--- config.mk ---
export PLATFORM = sky130hd
export DESIGN_NAME = mem_port_arbiter
export DESIGN_NICKNAME = d
export VERILOG_FILES = /design/src/rtl/mem_port_arbiter.sv
export SDC_FILE = /design/constraint.sdc
export NUM_CORES = 1
export LEC_CHECK = 0
export CORE_MARGIN = 4
export CORE_UTILIZATION = 25
export CTS_CLUSTER_SIZE = 24
export DETAILED_ROUTE_END_ITERATION = 8
export GPL_ROUTABILITY_DRIVEN = 0
export GPL_TIMING_DRIVEN = 0
export PLACE_DENSITY = 0.56
export SYNTH_ARGS = -nofsm -noshare
export SYNTH_HDL_FRONTEND = slang
export SYNTH_SLANG_ARGS = --single-unit
--- constraint.sdc ---
create_clock -name clk -period 2.5 [get_ports clk]
set_clock_uncertainty 0.05 [all_clocks]
set_input_delay 0.5 -clock clk [delete_from_list [all_inputs] [get_ports clk]]
set_output_delay 0.5 -clock clk [all_outputs]
set_load 0.05 [all_outputs]
--- src/rtl/mem_port_arbiter.sv ---
// Arbiter for the core's single memory port: data accesses win, fetch is protected
// from starvation, one transaction in flight, responses routed to the owning requester.
module mem_port_arbiter #(
    parameter int STARVE_LIMIT = 4
) (
    input  logic        clk,
    input  logic        reset,
    input  logic        if_req,
    input  logic [31:0] if_addr,
    output logic        if_ready,
    output logic        if_done,
    output logic [31:0] if_rdata,
    input  logic        d_req,
    input  logic        d_we,
    input  logic [31:0] d_addr,
    input  logic [31:0] d_wdata,
    input  logic [3:0]  d_wstrb,
    output logic        d_ready,
    output logic        d_done,
    output logic [31:0] d_rdata,
    output logic        mem_req,
    output logic        mem_we,
    output logic [31:0] mem_addr,
    output logic [31:0] mem_wdata,
    output logic [3:0]  mem_wstrb,
    input  logic        mem_ack,
    input  logic        mem_rvalid,
    input  logic [31:0] mem_rdata
);

    typedef enum logic [1:0] {
        IDLE    = 2'd0,
        ISSUE   = 2'd1,
        WAIT_RD = 2'd2,
        RESP    = 2'd3
    } state_t;

    localparam logic [3:0] LIMIT = 4'(STARVE_LIMIT);

    state_t      state_q, state_d;
    logic        own_data_q, own_data_d;
    logic [3:0]  streak_q, streak_d;
    logic        mem_req_q, mem_req_d;
    logic        mem_we_q, mem_we_d;
    logic [31:0] mem_addr_q, mem_addr_d;
    logic [31:0] mem_wdata_q, mem_wdata_d;
    logic [3:0]  mem_wstrb_q, mem_wstrb_d;
    logic        if_ready_q, if_ready_d;
    logic        d_ready_q, d_ready_d;
    logic        if_done_q, if_done_d;
    logic        d_done_q, d_done_d;
    logic [31:0] if_rdata_q, if_rdata_d;
    logic [31:0] d_rdata_q, d_rdata_d;

    logic        grant_data;
    logic        grant_fetch;

    // Fetch only beats data under contention once the data streak hits the limit.
    always_comb begin
        grant_data  = 1'b0;
        grant_fetch = 1'b0;
        if (state_q == IDLE) begin
            if (d_req && if_req) begin
                if (streak_q == LIMIT) grant_fetch = 1'b1;
                else                   grant_data  = 1'b1;
            end else if (d_req) begin
                grant_data = 1'b1;
            end else if (if_req) begin
                grant_fetch = 1'b1;
            end
        end
    end

    always_ff @(posedge clk) begin
        if (reset) state_q <= IDLE;
        else       state_q <= state_d;
    end

    always_comb begin
        state_d = state_q;
        case (state_q)
            IDLE:    if (grant_data || grant_fetch) state_d = ISSUE;
            ISSUE:   if (mem_ack) state_d = mem_we_q ? RESP : WAIT_RD;
            WAIT_RD: if (mem_rvalid) state_d = RESP;
            RESP:    state_d = IDLE;
            default: state_d = IDLE;
        endcase
    end

    always_comb begin
        own_data_d  = own_data_q;
        streak_d    = streak_q;
        mem_req_d   = mem_req_q;
        mem_we_d    = mem_we_q;
        mem_addr_d  = mem_addr_q;
        mem_wdata_d = mem_wdata_q;
        mem_wstrb_d = mem_wstrb_q;
        if_ready_d  = 1'b0;
        d_ready_d   = 1'b0;
        if_done_d   = 1'b0;
        d_done_d    = 1'b0;
        if_rdata_d  = if_rdata_q;
        d_rdata_d   = d_rdata_q;
        case (state_q)
            IDLE: begin
                if (grant_data) begin
                    own_data_d  = 1'b1;
                    mem_req_d   = 1'b1;
                    mem_we_d    = d_we;
                    mem_addr_d  = d_addr;
                    mem_wdata_d = d_we ? d_wdata : 32'd0;
                    mem_wstrb_d = d_we ? d_wstrb : 4'b0000;
                    d_ready_d   = 1'b1;
                    if (!if_req)               streak_d = 4'd0;
                    else if (streak_q != LIMIT) streak_d = streak_q + 4'd1;
                end else if (grant_fetch) begin
                    own_data_d  = 1'b0;
                    mem_req_d   = 1'b1;
                    mem_we_d    = 1'b0;
                    mem_addr_d  = if_addr;
                    mem_wdata_d = 32'd0;
                    mem_wstrb_d = 4'b0000;
                    if_ready_d  = 1'b1;
                    streak_d    = 4'd0;
                end
            end
            ISSUE: begin
                if (mem_ack) begin
                    mem_req_d = 1'b0;
                    // Writes complete on acceptance; reads wait for returned data.
                    if (mem_we_q) begin
                        d_done_d  = own_data_q;
                        if_done_d = !own_data_q;
                    end
                end
            end
            WAIT_RD: begin
                if (mem_rvalid) begin
                    if (own_data_q) begin
                        d_rdata_d = mem_rdata;
                        d_done_d  = 1'b1;
                    end else begin
                        if_rdata_d = mem_rdata;
                        if_done_d  = 1'b1;
                    end
                end
            end
            default: ;
        endcase
    end

    always_ff @(posedge clk) begin
        if (reset) begin
            own_data_q  <= 1'b0;
            streak_q    <= 4'd0;
            mem_req_q   <= 1'b0;
            mem_we_q    <= 1'b0;
            mem_addr_q  <= 32'd0;
            mem_wdata_q <= 32'd0;
            mem_wstrb_q <= 4'b0000;
            if_ready_q  <= 1'b0;
            d_ready_q   <= 1'b0;
            if_done_q   <= 1'b0;
            d_done_q    <= 1'b0;
            if_rdata_q  <= 32'd0;
            d_rdata_q   <= 32'd0;
        end else begin
            own_data_q  <= own_data_d;
            streak_q    <= streak_d;
            mem_req_q   <= mem_req_d;
            mem_we_q    <= mem_we_d;
            mem_addr_q  <= mem_addr_d;
            mem_wdata_q <= mem_wdata_d;
            mem_wstrb_q <= mem_wstrb_d;
            if_ready_q  <= if_ready_d;
            d_ready_q   <= d_ready_d;
            if_done_q   <= if_done_d;
            d_done_q    <= d_done_d;
            if_rdata_q  <= if_rdata_d;
            d_rdata_q   <= d_rdata_d;
        end
    end

    assign if_ready  = if_ready_q;
    assign if_done   = if_done_q;
    assign if_rdata  = if_rdata_q;
    assign d_ready   = d_ready_q;
    assign d_done    = d_done_q;
    assign d_rdata   = d_rdata_q;
    assign mem_req   = mem_req_q;
    assign mem_we    = mem_we_q;
    assign mem_addr  = mem_addr_q;
    assign mem_wdata = mem_wdata_q;
    assign mem_wstrb = mem_wstrb_q;

endmodule

==> implementation parameters <==
Parameter                              Value

CTS
  Count of H-tree levels built during CTS ... 4
  Post-CTS setup-driven buffer insertion count ... 0
  Clock tree buffer depth ... 2
  Clk slew on worst S/H paths ... 0.06 ns
  Post-CTS Hold Buffers ... 0
  Source-to-sink clock delay at the later pin of the worst-skew pair ... 0.42 ns
  Number of buffers created by CTS ... 17
  Sink count of the clock tree ... 145
  Clock tree from TritonCTS ... yes
  Clock Tree Root ... clkbuf_16
  Post-cts resize count ... 0

Global route
  Wire length of the first global-routing pass ... 34.35 mm
  Total global-route track usage ... 0.1665
  Initial antenna violation count ... 0
  Vias in the first global route ... 6046
  Total grt overflow ... 0
  Pin count of the biggest net entering global routing ... 17

Synth
  Post-synth ARST share ... 0
  Commonest cells in the netlist ... 173 x nand2_1, 145 x dfxtp_1, 105 x a21oi_1
  Most common cell in the netlist ... nand2_1
  Syn nets ... 846
  Total number of yosys warnings ... 0
  Count of state elements after synthesis ... 145
  Post-synthesis cell count ... 702
  Leading area contributor after synthesis ... dfxtp_1
  Post-synthesis average cell area ... 8.154 um2
  Netlist area before placement ... 0.005724 mm2
  Unique cell type count in the Yosys netlist ... 33
  Most used flip-flop cell after synthesis ... dfxtp_1
  Number of enable-type register cells in the synthesized netlist ... 0
  Post-synth top area share ... 0.5071
  Sequential fraction of the synthesis area ... 0.5071
  Main area contributors after synthesis ... dfxtp_1 51%, nand2_1 11%, a21oi_1 9.2%

Power and ir drop
  Register share of total power ... 0.304
  Max IR drop VDD ... 393.9 uV
  P per Cell Area ... 1019 mW/mm2
  Fraction of power spent switching nets ... 0.4064
  Switching power ... 3902 uW
  Leakage power figure ... 0.003211 uW
  Int Power ... 5699 uW
  Clock share of power ... 0.281
  Proportion of power drawn by combinational gates ... 0.416

STA
  Time the worst path needs with I/O delays and setup ... 2.227 ns
  Final setup violation count ... 0
  Period utilization ... 0.8906
  Setup repair after global routing missed its margin ... no
  Max Clk Rate ... 0.4491 GHz
  Accumulated negative setup slack ... 0 ns
  Final hold viol count ... 0
  Worst slew pin tran ... 0.6248 ns
  Count of pins over their slew limit ... 0
  Minimum hold slack ... 0.3574 ns
  Slew Limit Headroom ... 0.5835
  Setup WS post-layout ... 0.2734 ns

Layout
  Fraction of final layout cells sized beyond drive strength 1 ... 0.06759
  Post-Layout Inst Area ... 0.009420 mm2
  Fill count ... 2320
  Area added between synthesis and finish ... 64.57%
  N_diodes ... 0
  Multi-input gate area ... 0.002465 mm2
  Footprint of the flip-flops and latches ... 0.002903 mm2
  Final-stage net count ... 1137

Placed design
  # port buffers ... 272
  Post-DP HPWL ... 16.29 mm
  Standard cell area after detailed placement ... 0.008803 mm2
  Worst slack, placed ... 0.2920 ns

Floorplan
  Number of top-level design ports ... 277
  Placeable core region ... 0.02257 mm2
  Row count ... 55
  Die width ... 159.3 um
  Vert. Die Dim ... 159.3 um
  Die Footprint ... 0.02538 mm2
  Initial core utilization ... 0.2536

Setup path
  Cells along the critical path ... clkdlybuf4s50_1
  Kind of critical path ... flip-flop to primary output
  Highest cell delay on the worst timing path ... 0.86 ns
  FF-to-FF setup slack ... 0.56 ns
  CP required ... 1.95 ns
  Worst Path Arrival ... 1.68 ns
  Largest delay contributor family on the critical path ... buffers and inverters
  Crit path capture type ... primary output
  Slowest-stage cell, CP ... clkdlybuf4s50_1
  Critical Path Fanout Max ... 4
  Startpoint kind of the worst setup timing path ... flip-flop
  CP Buf/Inv Count ... 1

Drt
  Antenna violation net count after detailed routing ... 0
  Routed wire per std cell ... 16.88 um
  DRC Markers ... 0
  Drt pass-1 iters ... 7
  Via-per-instance ratio ... 4.733
  WL final ... 21.79 mm
  Vias post-DR ... 6110
  DRC violation total after the first TritonRoute iteration ... 336

Worst hold path
  Hold Path Class ... input port to flip-flop

Outcome
  Outcome ... finished, final reports clean

Flow run
  Number of maximum-capacitance constraint violations ... 0
-- registers in the layout (all words and copies together), names as in the netlist --
| signal | count |
|---|---|
| mem_wstrb | 4 |
| streak_q | 4 |
| if_done | 1 |
| d_ready | 1 |
| if_ready | 1 |
| own_data_q | 1 |
| d_rdata | 32 |
| d_done | 1 |
| state_q | 2 |
| mem_wdata | 32 |
| if_rdata | 32 |
| mem_we | 1 |
| mem_req | 1 |
| mem_addr | 32 |
-- cell families (layout without fill, tap and decap cells) --
| group | count (synthesis) | in the layout | synth area share |
|---|---|---|---|
| adders and majority gates | 5 | 5 | 0.01093 |
| buffers and inverters | 72 | 376 | 0.06229 |
| AOI/OAI and AO/OA | 182 | 182 | 0.1860 |
| and+or+nand+nor | 298 | 298 | 0.2337 |
| DFF | 145 | 145 | 0.5071 |
-- routing by layer --
layer | global-route usage | part of all wire | vias up
met3 | 0.05281 | 0.073 | 20
met4 | 0.04615 | 0.014 | 0
li1 | - | - | 3045
met2 | 0.2699 | 0.46 | 218
met5 | 0 | 0 | -
met1 | 0.2145 | 0.45 | 2827
-- per-stage QoR --
stage               total power (uW)  cells  utilization
global route                   10090   1291       0.4174
floorplan                       5545    702            -
finish                          9601   1291       0.4174
CTS                             9706   1291       0.4174
detailed placement              6980   1259       0.3900
global placement                6974   1259       0.3900
-- path summary, 6_finish.rpt --
| kind | from | endpoint | cells past startpoint |
|---|---|---|---|
| setup reg to reg | state_q[0] | mem_addr[11] | 6 |
| hold reg to reg | mem_wdata[12] | mem_wdata[12] | 2 |
| setup / recovery | mem_we | mem_we | 1 |
| hold / removal | d_req | if_ready | 2 |
-- layout make-up --
class | count | share of cell area
repair buffers | 272 | 0.2890
inverters | 4 | 0.001594
plain buffers | 68 | 0.03626
flip-flops and latches | 145 | 0.3081
clock buffers | 18 | 0.04662
clock inverters | 14 | 0.01886
well taps | 285 | 0.03785
multi-input cells | 485 | 0.2617
-- placed cells by master, fill, tap and decap left out, drive strengths merged, types with 2 or more instances in the layout --
| cell | Yosys | layout |
|---|---|---|
| a21oi | 105 | 105 |
| and3b | 2 | 2 |
| o21ai | 34 | 34 |
| nand2 | 173 | 173 |
| and3 | 2 | 2 |
| a311oi | 34 | 34 |
| dfxtp | 145 | 145 |
| clkinvlp | 0 | 3 |
| nand4 | 38 | 38 |
| ha | 5 | 5 |
| buf | 39 | 39 |
| nand3 | 36 | 36 |
| clkinv | 0 | 3 |
| nand2b | 2 | 2 |
| a31oi | 2 | 2 |
| clkdlybuf4s50 | 0 | 272 |
| inv | 4 | 9 |
| bufinv | 0 | 3 |
| nand3b | 3 | 3 |
| a32oi | 3 | 3 |
| nor2 | 35 | 35 |
| clkbuf | 29 | 47 |
-- power by group through the flow --
| stage | clock network, uW | registers [uW] | logic, uW |
|---|---|---|---|
| floorplan | 0 | 4210 | 1340 |
| global placement | 0 | 2960 | 4020 |
| detailed placement | 0 | 2970 | 4010 |
| CTS | 2760 | 2920 | 4020 |
| global route | 2860 | 2960 | 4260 |
| finish | 2700 | 2910 | 3990 |
Note: power is estimated with default switching activity, not from simulation.
